<file path="config.mk">
export PLATFORM = sky130hd
export DESIGN_NAME = exec_alu
export DESIGN_NICKNAME = d
export VERILOG_FILES = /design/src/rtl/exec_alu.sv
export SDC_FILE = /design/constraint.sdc
export NUM_CORES = 1
export LEC_CHECK = 0
export CAP_MARGIN = 20
export CORE_ASPECT_RATIO = 1.75
export CORE_UTILIZATION = 35
export DETAILED_ROUTE_END_ITERATION = 10
export PLACE_DENSITY = 0.53
export SETUP_SLACK_MARGIN = 0.4
export SYNTH_ARGS = -nofsm -noshare
export SYNTH_HDL_FRONTEND = slang
export SYNTH_SLANG_ARGS = --single-unit
</file>
<file path="constraint.sdc">
create_clock -name clk -period 11.12 [get_ports clk]
set_clock_uncertainty 0.2 [all_clocks]
set_input_delay 2.224 -clock clk [delete_from_list [all_inputs] [get_ports clk]]
set_output_delay 2.224 -clock clk [all_outputs]
set_load 0.01 [all_outputs]
</file>
<file path="src/rtl/exec_alu.sv">
// exec_alu -- single-cycle RV32I integer/branch execution unit.
//
// Sits between the reservation station and the reorder buffer. Each cycle it
// may accept one decoded op whose operands are ready. One clock later it
// returns the result, the rob tag (the instruction pc) and the next pc.
// Loads and stores are handled elsewhere and never reach this unit.
//
// Ports
//   clk               in   clock, all state on the rising edge
//   rst               in   synchronous reset, active-low
//   is_empty_from_rs  in   1 = no op this cycle
//   op_from_rs        in   internal opcode (0 NOP .. 29 AND)
//   v1_from_rs        in   rs1 value
//   v2_from_rs        in   rs2 value
//   imm_from_rs       in   sign-extended immediate (LUI/AUIPC already <<12)
//   pc_from_rs        in   instruction pc, also the rob tag
//   is_finish_to_rob  out  result valid this cycle
//   data_to_rob       out  rd write value, or branch-taken flag
//   pc_to_rob         out  rob tag
//   jpc_to_rob        out  next pc of the instruction
//   is_illegal_to_rob out  finishing op had an unlisted opcode
//                          (only when ALU_ILLEGAL_FLAG_EN is defined)
//
// Build option: ALU_ILLEGAL_FLAG_EN adds is_illegal_to_rob. Without it,
// unlisted opcodes simply behave as NOP.
//
// The datapath assumes DATA_W == PC_W (RV32I: both 32).

module exec_alu #(
  parameter int DATA_W = 32,
  parameter int PC_W   = 32,
  parameter int OP_W   = 6
) (
  input  logic              clk,
  input  logic              rst,
  input  logic              is_empty_from_rs,
  input  logic [OP_W-1:0]   op_from_rs,
  input  logic [DATA_W-1:0] v1_from_rs,
  input  logic [DATA_W-1:0] v2_from_rs,
  input  logic [DATA_W-1:0] imm_from_rs,
  input  logic [PC_W-1:0]   pc_from_rs,
  output logic              is_finish_to_rob,
  output logic [DATA_W-1:0] data_to_rob,
  output logic [PC_W-1:0]   pc_to_rob,
  output logic [PC_W-1:0]   jpc_to_rob
`ifdef ALU_ILLEGAL_FLAG_EN
  ,
  output logic              is_illegal_to_rob
`endif
);

  localparam int SH_W = $clog2(DATA_W);

  localparam logic [OP_W-1:0] OP_NOP   = OP_W'(0);
  localparam logic [OP_W-1:0] OP_LUI   = OP_W'(1);
  localparam logic [OP_W-1:0] OP_AUIPC = OP_W'(2);
  localparam logic [OP_W-1:0] OP_JAL   = OP_W'(3);
  localparam logic [OP_W-1:0] OP_JALR  = OP_W'(4);
  localparam logic [OP_W-1:0] OP_BEQ   = OP_W'(5);
  localparam logic [OP_W-1:0] OP_BNE   = OP_W'(6);
  localparam logic [OP_W-1:0] OP_BLT   = OP_W'(7);
  localparam logic [OP_W-1:0] OP_BGE   = OP_W'(8);
  localparam logic [OP_W-1:0] OP_BLTU  = OP_W'(9);
  localparam logic [OP_W-1:0] OP_BGEU  = OP_W'(10);
  localparam logic [OP_W-1:0] OP_ADDI  = OP_W'(11);
  localparam logic [OP_W-1:0] OP_SLTI  = OP_W'(12);
  localparam logic [OP_W-1:0] OP_SLTIU = OP_W'(13);
  localparam logic [OP_W-1:0] OP_XORI  = OP_W'(14);
  localparam logic [OP_W-1:0] OP_ORI   = OP_W'(15);
  localparam logic [OP_W-1:0] OP_ANDI  = OP_W'(16);
  localparam logic [OP_W-1:0] OP_SLLI  = OP_W'(17);
  localparam logic [OP_W-1:0] OP_SRLI  = OP_W'(18);
  localparam logic [OP_W-1:0] OP_SRAI  = OP_W'(19);
  localparam logic [OP_W-1:0] OP_ADD   = OP_W'(20);
  localparam logic [OP_W-1:0] OP_SUB   = OP_W'(21);
  localparam logic [OP_W-1:0] OP_SLL   = OP_W'(22);
  localparam logic [OP_W-1:0] OP_SLT   = OP_W'(23);
  localparam logic [OP_W-1:0] OP_SLTU  = OP_W'(24);
  localparam logic [OP_W-1:0] OP_XOR   = OP_W'(25);
  localparam logic [OP_W-1:0] OP_SRL   = OP_W'(26);
  localparam logic [OP_W-1:0] OP_SRA   = OP_W'(27);
  localparam logic [OP_W-1:0] OP_OR    = OP_W'(28);
  localparam logic [OP_W-1:0] OP_AND   = OP_W'(29);

  logic [DATA_W-1:0] v1;
  logic [DATA_W-1:0] v2;
  logic [DATA_W-1:0] imm;
  logic [PC_W-1:0]   pc;
  logic [PC_W-1:0]   pc_plus4;
  logic [PC_W-1:0]   pc_plus_imm;
  logic [DATA_W-1:0] res_data;
  logic [PC_W-1:0]   res_jpc;
  logic              res_illegal;
  logic              taken;
  logic              eq;
  logic              lt_s;
  logic              lt_u;

  assign v1          = v1_from_rs;
  assign v2          = v2_from_rs;
  assign imm         = imm_from_rs;
  assign pc          = pc_from_rs;
  assign pc_plus4    = pc + PC_W'(4);
  assign pc_plus_imm = pc + PC_W'(imm);

  // Branch comparators are shared by the six branch opcodes.
  assign eq   = (v1 == v2);
  assign lt_s = ($signed(v1) < $signed(v2));
  assign lt_u = (v1 < v2);

  always_comb begin
    taken = 1'b0;
    unique case (op_from_rs)
      OP_BEQ:  taken = eq;
      OP_BNE:  taken = !eq;
      OP_BLT:  taken = lt_s;
      OP_BGE:  taken = !lt_s;
      OP_BLTU: taken = lt_u;
      OP_BGEU: taken = !lt_u;
      default: taken = 1'b0;
    endcase
  end

  always_comb begin
    res_data    = '0;
    res_jpc     = pc_plus4;
    res_illegal = 1'b0;
    case (op_from_rs)
      OP_NOP:   res_data = '0;
      OP_LUI:   res_data = imm;
      OP_AUIPC: res_data = DATA_W'(pc_plus_imm);
      OP_JAL: begin
        res_data = DATA_W'(pc_plus4);
        res_jpc  = pc_plus_imm;
      end
      OP_JALR: begin
        res_data = DATA_W'(pc_plus4);
        // Target LSB is forced to zero, as RV32I requires.
        res_jpc  = PC_W'(v1 + imm) & ~PC_W'(1);
      end
      OP_BEQ, OP_BNE, OP_BLT, OP_BGE, OP_BLTU, OP_BGEU: begin
        res_data = DATA_W'(taken);
        res_jpc  = taken ? pc_plus_imm : pc_plus4;
      end
      OP_ADDI:  res_data = v1 + imm;
      OP_SLTI:  res_data = DATA_W'($signed(v1) < $signed(imm));
      OP_SLTIU: res_data = DATA_W'(v1 < imm);
      OP_XORI:  res_data = v1 ^ imm;
      OP_ORI:   res_data = v1 | imm;
      OP_ANDI:  res_data = v1 & imm;
      OP_SLLI:  res_data = v1 << imm[SH_W-1:0];
      OP_SRLI:  res_data = v1 >> imm[SH_W-1:0];
      OP_SRAI:  res_data = DATA_W'($signed(v1) >>> imm[SH_W-1:0]);
      OP_ADD:   res_data = v1 + v2;
      OP_SUB:   res_data = v1 - v2;
      OP_SLL:   res_data = v1 << v2[SH_W-1:0];
      OP_SLT:   res_data = DATA_W'(lt_s);
      OP_SLTU:  res_data = DATA_W'(lt_u);
      OP_XOR:   res_data = v1 ^ v2;
      OP_SRL:   res_data = v1 >> v2[SH_W-1:0];
      OP_SRA:   res_data = DATA_W'($signed(v1) >>> v2[SH_W-1:0]);
      OP_OR:    res_data = v1 | v2;
      OP_AND:   res_data = v1 & v2;
      // Unlisted opcodes complete like a NOP so the rob never stalls.
      default:  res_illegal = 1'b1;
    endcase
  end

  // data/pc/jpc only load on a real op; on idle cycles they hold.
  always_ff @(posedge clk) begin
    if (!rst) begin
      is_finish_to_rob <= 1'b0;
      data_to_rob      <= '0;
      pc_to_rob        <= '0;
      jpc_to_rob       <= '0;
    end else if (!is_empty_from_rs) begin
      is_finish_to_rob <= 1'b1;
      data_to_rob      <= res_data;
      pc_to_rob        <= pc;
      jpc_to_rob       <= res_jpc;
    end else begin
      is_finish_to_rob <= 1'b0;
    end
  end

`ifdef ALU_ILLEGAL_FLAG_EN
  always_ff @(posedge clk) begin
    if (!rst) begin
      is_illegal_to_rob <= 1'b0;
    end else if (!is_empty_from_rs) begin
      is_illegal_to_rob <= res_illegal;
    end else begin
      is_illegal_to_rob <= 1'b0;
    end
  end
`else
  logic unused_illegal;
  assign unused_illegal = res_illegal;
`endif

endmodule

</file>
==> run metrics <==
status=finished, final reports clean; most frequent cells in the layout=nand2_1, a21oi_1, clkdlybuf4s50_1, mux2i_1, nor2_1; pre-CTS WS=3.25 ns; final hold vios=0; register area=0.00194 mm²; DR iter-0 viols=3448; HP Start=jpc_to_rob[3]; GP Congestion=1.08; Total Power=2.01 mW; synthesized area=0.0208 mm²; share of cells above drive strength 1=0.0760; Setup-failing EPs final=0; PwrDens=82.3 mW/mm²; initial antenna violation count=24; largest net degree at the start of global routing=58; Synth area leader=mux2i_1; worst path cell trace=clkdlybuf4s50_1 -> nand2b_1 -> o21ai_2 -> and2_2 -> buf_4 -> mux2i_1 -> mux2i_1 -> mux2i_1 -> o22ai_1 -> a22oi_1 -> a31oi_1; Peak Freq=124 MHz; CTS Buf Count=9; WP data required=11.19 ns; Final ANT Viol Nets=0; CP max stage cell=a22oi_1; sequential fraction of the synthesis area=0.0934; Overall Global Routing Usage=0.504; vias in the first global route=26400; Yosys warnings=0; Util after Layout=0.417; Core Footprint=0.0584 mm²; synthesized flop and latch total=97; Worst Path Arrival=8.10 ns; Crit. End Element=register; setup TNS=0 ns; most common cell after layout, fill and taps aside=nand2_1; die width=186 µm; CP max FO=37; placed wire-length estimate=112000 µm; vias per inst=7.15; H-tree depth=3; Post-Route WL=150000 µm; CP Class=input port to register; DIE AREA=0.0604 mm²; # DRC=0; I/O pin count=234; Starting Density=0.356; synthesized instance count=2936; CP most frequent cell=mux2i_1; CTS tree=yes; max_cap viols=0; CTS resizes=0; top post-synthesis cells by area=mux2i_1, ha_1, dfxtp_1, a21oi_1, nand2_1; Synth-to-Final Area Change=17.3%; fin nets=3358; syn avg cell area=7.08 µm²; final slew viol count=0; Final min period=8.03 ns; Hold Path Class=register to register; RSZ-0062 raised after global routing=no; CP max stage delay=1.09 ns; crit share post-route=0.722; CTS clock-pin slew for the worst setup and hold paths=0.11 ns; # fillers=6125; CTS Hold Bufs=0; crit path from=op_from_rs[2]; Via Count=27600; first-pass GRT wire length=209000 µm; Critical Path Start Type=input port; num rows=117; CTS Buffer Depth=2; syn_nets=3235; Post-CTS Setup Bufs=0; Remaining Overflow, GRT=0; clk_lat worst skew=0.42 ns; number of synthesized flops with an enable pin=0; CTS Sinks=97; Rel. slew slack=0.0990; area of the multi-input gates=0.0174 mm²; Most used DFF post-synth=dfxtp_1; asr flop ratio synth=0; Worst R2R Start=data_to_rob[6]; share of the synthesized area in the top cell type=0.111; Die Y=324 µm; final setup margin=3.09 ns; Netlist cell types=99; P_leak=9.84 nW; WL/cell=38.9 µm; clk root buf=clkbuf_16; VDD IR max=0.0835 mV; I/O Buffers=233; router iterations before antenna repair=7; worst-margin pin slew=1.35 ns
-- per-stage QoR --
stage,instances,instance area [µm²],hold slack (ns)
floorplan,2936,20800,0.283
global placement,3798,23800,0.261
detailed placement,3799,23800,0.267
CTS,3815,24100,0.290
global route,3839,24300,0.312
finish,3853,24400,0.291
-- state kept, by name, summed over array words and instances (netlist names) --
| signal | flops |
|---|---|
| data_to_rob | 32 |
| pc_to_rob | 32 |
| is_finish_to_rob | 1 |
| jpc_to_rob | 32 |
-- worst paths after layout --
kind | cells past startpoint | end | slack [ns]
worst min register to register | 2 | jpc_to_rob[3] | 0.29
worst min-delay path | 2 | jpc_to_rob[3] | 0.29
worst max-delay path | 11 | data_to_rob[14] | 3.09
worst max register to register | 6 | data_to_rob[6] | 7.80
-- area by class of cell --
type                            instances  share of cell area
Antenna cell                           16             0.00164
Clock buffer                           10             0.00939
Clock inverter                          6             0.00221
Inverter                              137              0.0211
Multi-Input combinational cell       2469               0.715
Sequential cell                        97              0.0796
Tap cell                              773              0.0397
Timing Repair Buffer                  345               0.132
-- synth_stat cells, drive strengths merged, types with 18 or more instances --
master     n
nand2b    19
clkbuf   155
a21o      39
nor3      66
buf       78
a21oi    281
mux4      18
o221ai    29
nor2     219
nor2b     55
a221oi    64
nand3     75
ha       158
xnor2     91
a22oi     34
o21ai    175
a2111oi   22
nand4     30
mux2i    231
dfxtp     97
o21bai    20
a31oi     37
inv      135
nor4      20
a222oi    18
and3      27
and2      19
a221o     23
xor2      36
a211oi    45
o22ai     29
o211ai    36
nand2    302
o31ai     20
-- power breakdown --
part,internal [mW],total (mW),switching [mW]
sequential,0.367,0.384,0.0165
clock,0.158,0.376,0.218
combinational,0.414,1.25,0.833
-- critical path: cells and delay by family --
kind                   cells  cell delay, ns
and+or+nand+nor            2            0.86
muxes                      3            1.17
buffers and inverters      2            1.42
AOI/OAI and AO/OA          4            2.35
-- layer usage --
layer | part of all wire | global-route usage
met3 | 0.11 | 0.237
met5 | 0.00073 | 0
met1 | 0.33 | 0.510
met4 | 0.11 | 0.472
met2 | 0.44 | 0.753
-- logic make-up (layout without fill, tap and decap cells) --
| kind of cell | after synthesis | count (layout) | share of synthesized area |
|---|---|---|---|
| AO/OA/AOI/OAI | 1023 | 1023 | 0.335 |
| XOR/XNOR | 127 | 127 | 0.0535 |
| AND/OR/NAND/NOR | 892 | 892 | 0.204 |
| multiplexers | 265 | 265 | 0.140 |
| other | 0 | 16 | 0 |
| flip-flops | 97 | 97 | 0.0934 |
| adder cells (fa/ha/maj) | 162 | 162 | 0.0990 |
| buffers and inverters | 370 | 498 | 0.0751 |
No activity file was read; power rests on OpenSTA's default activity.
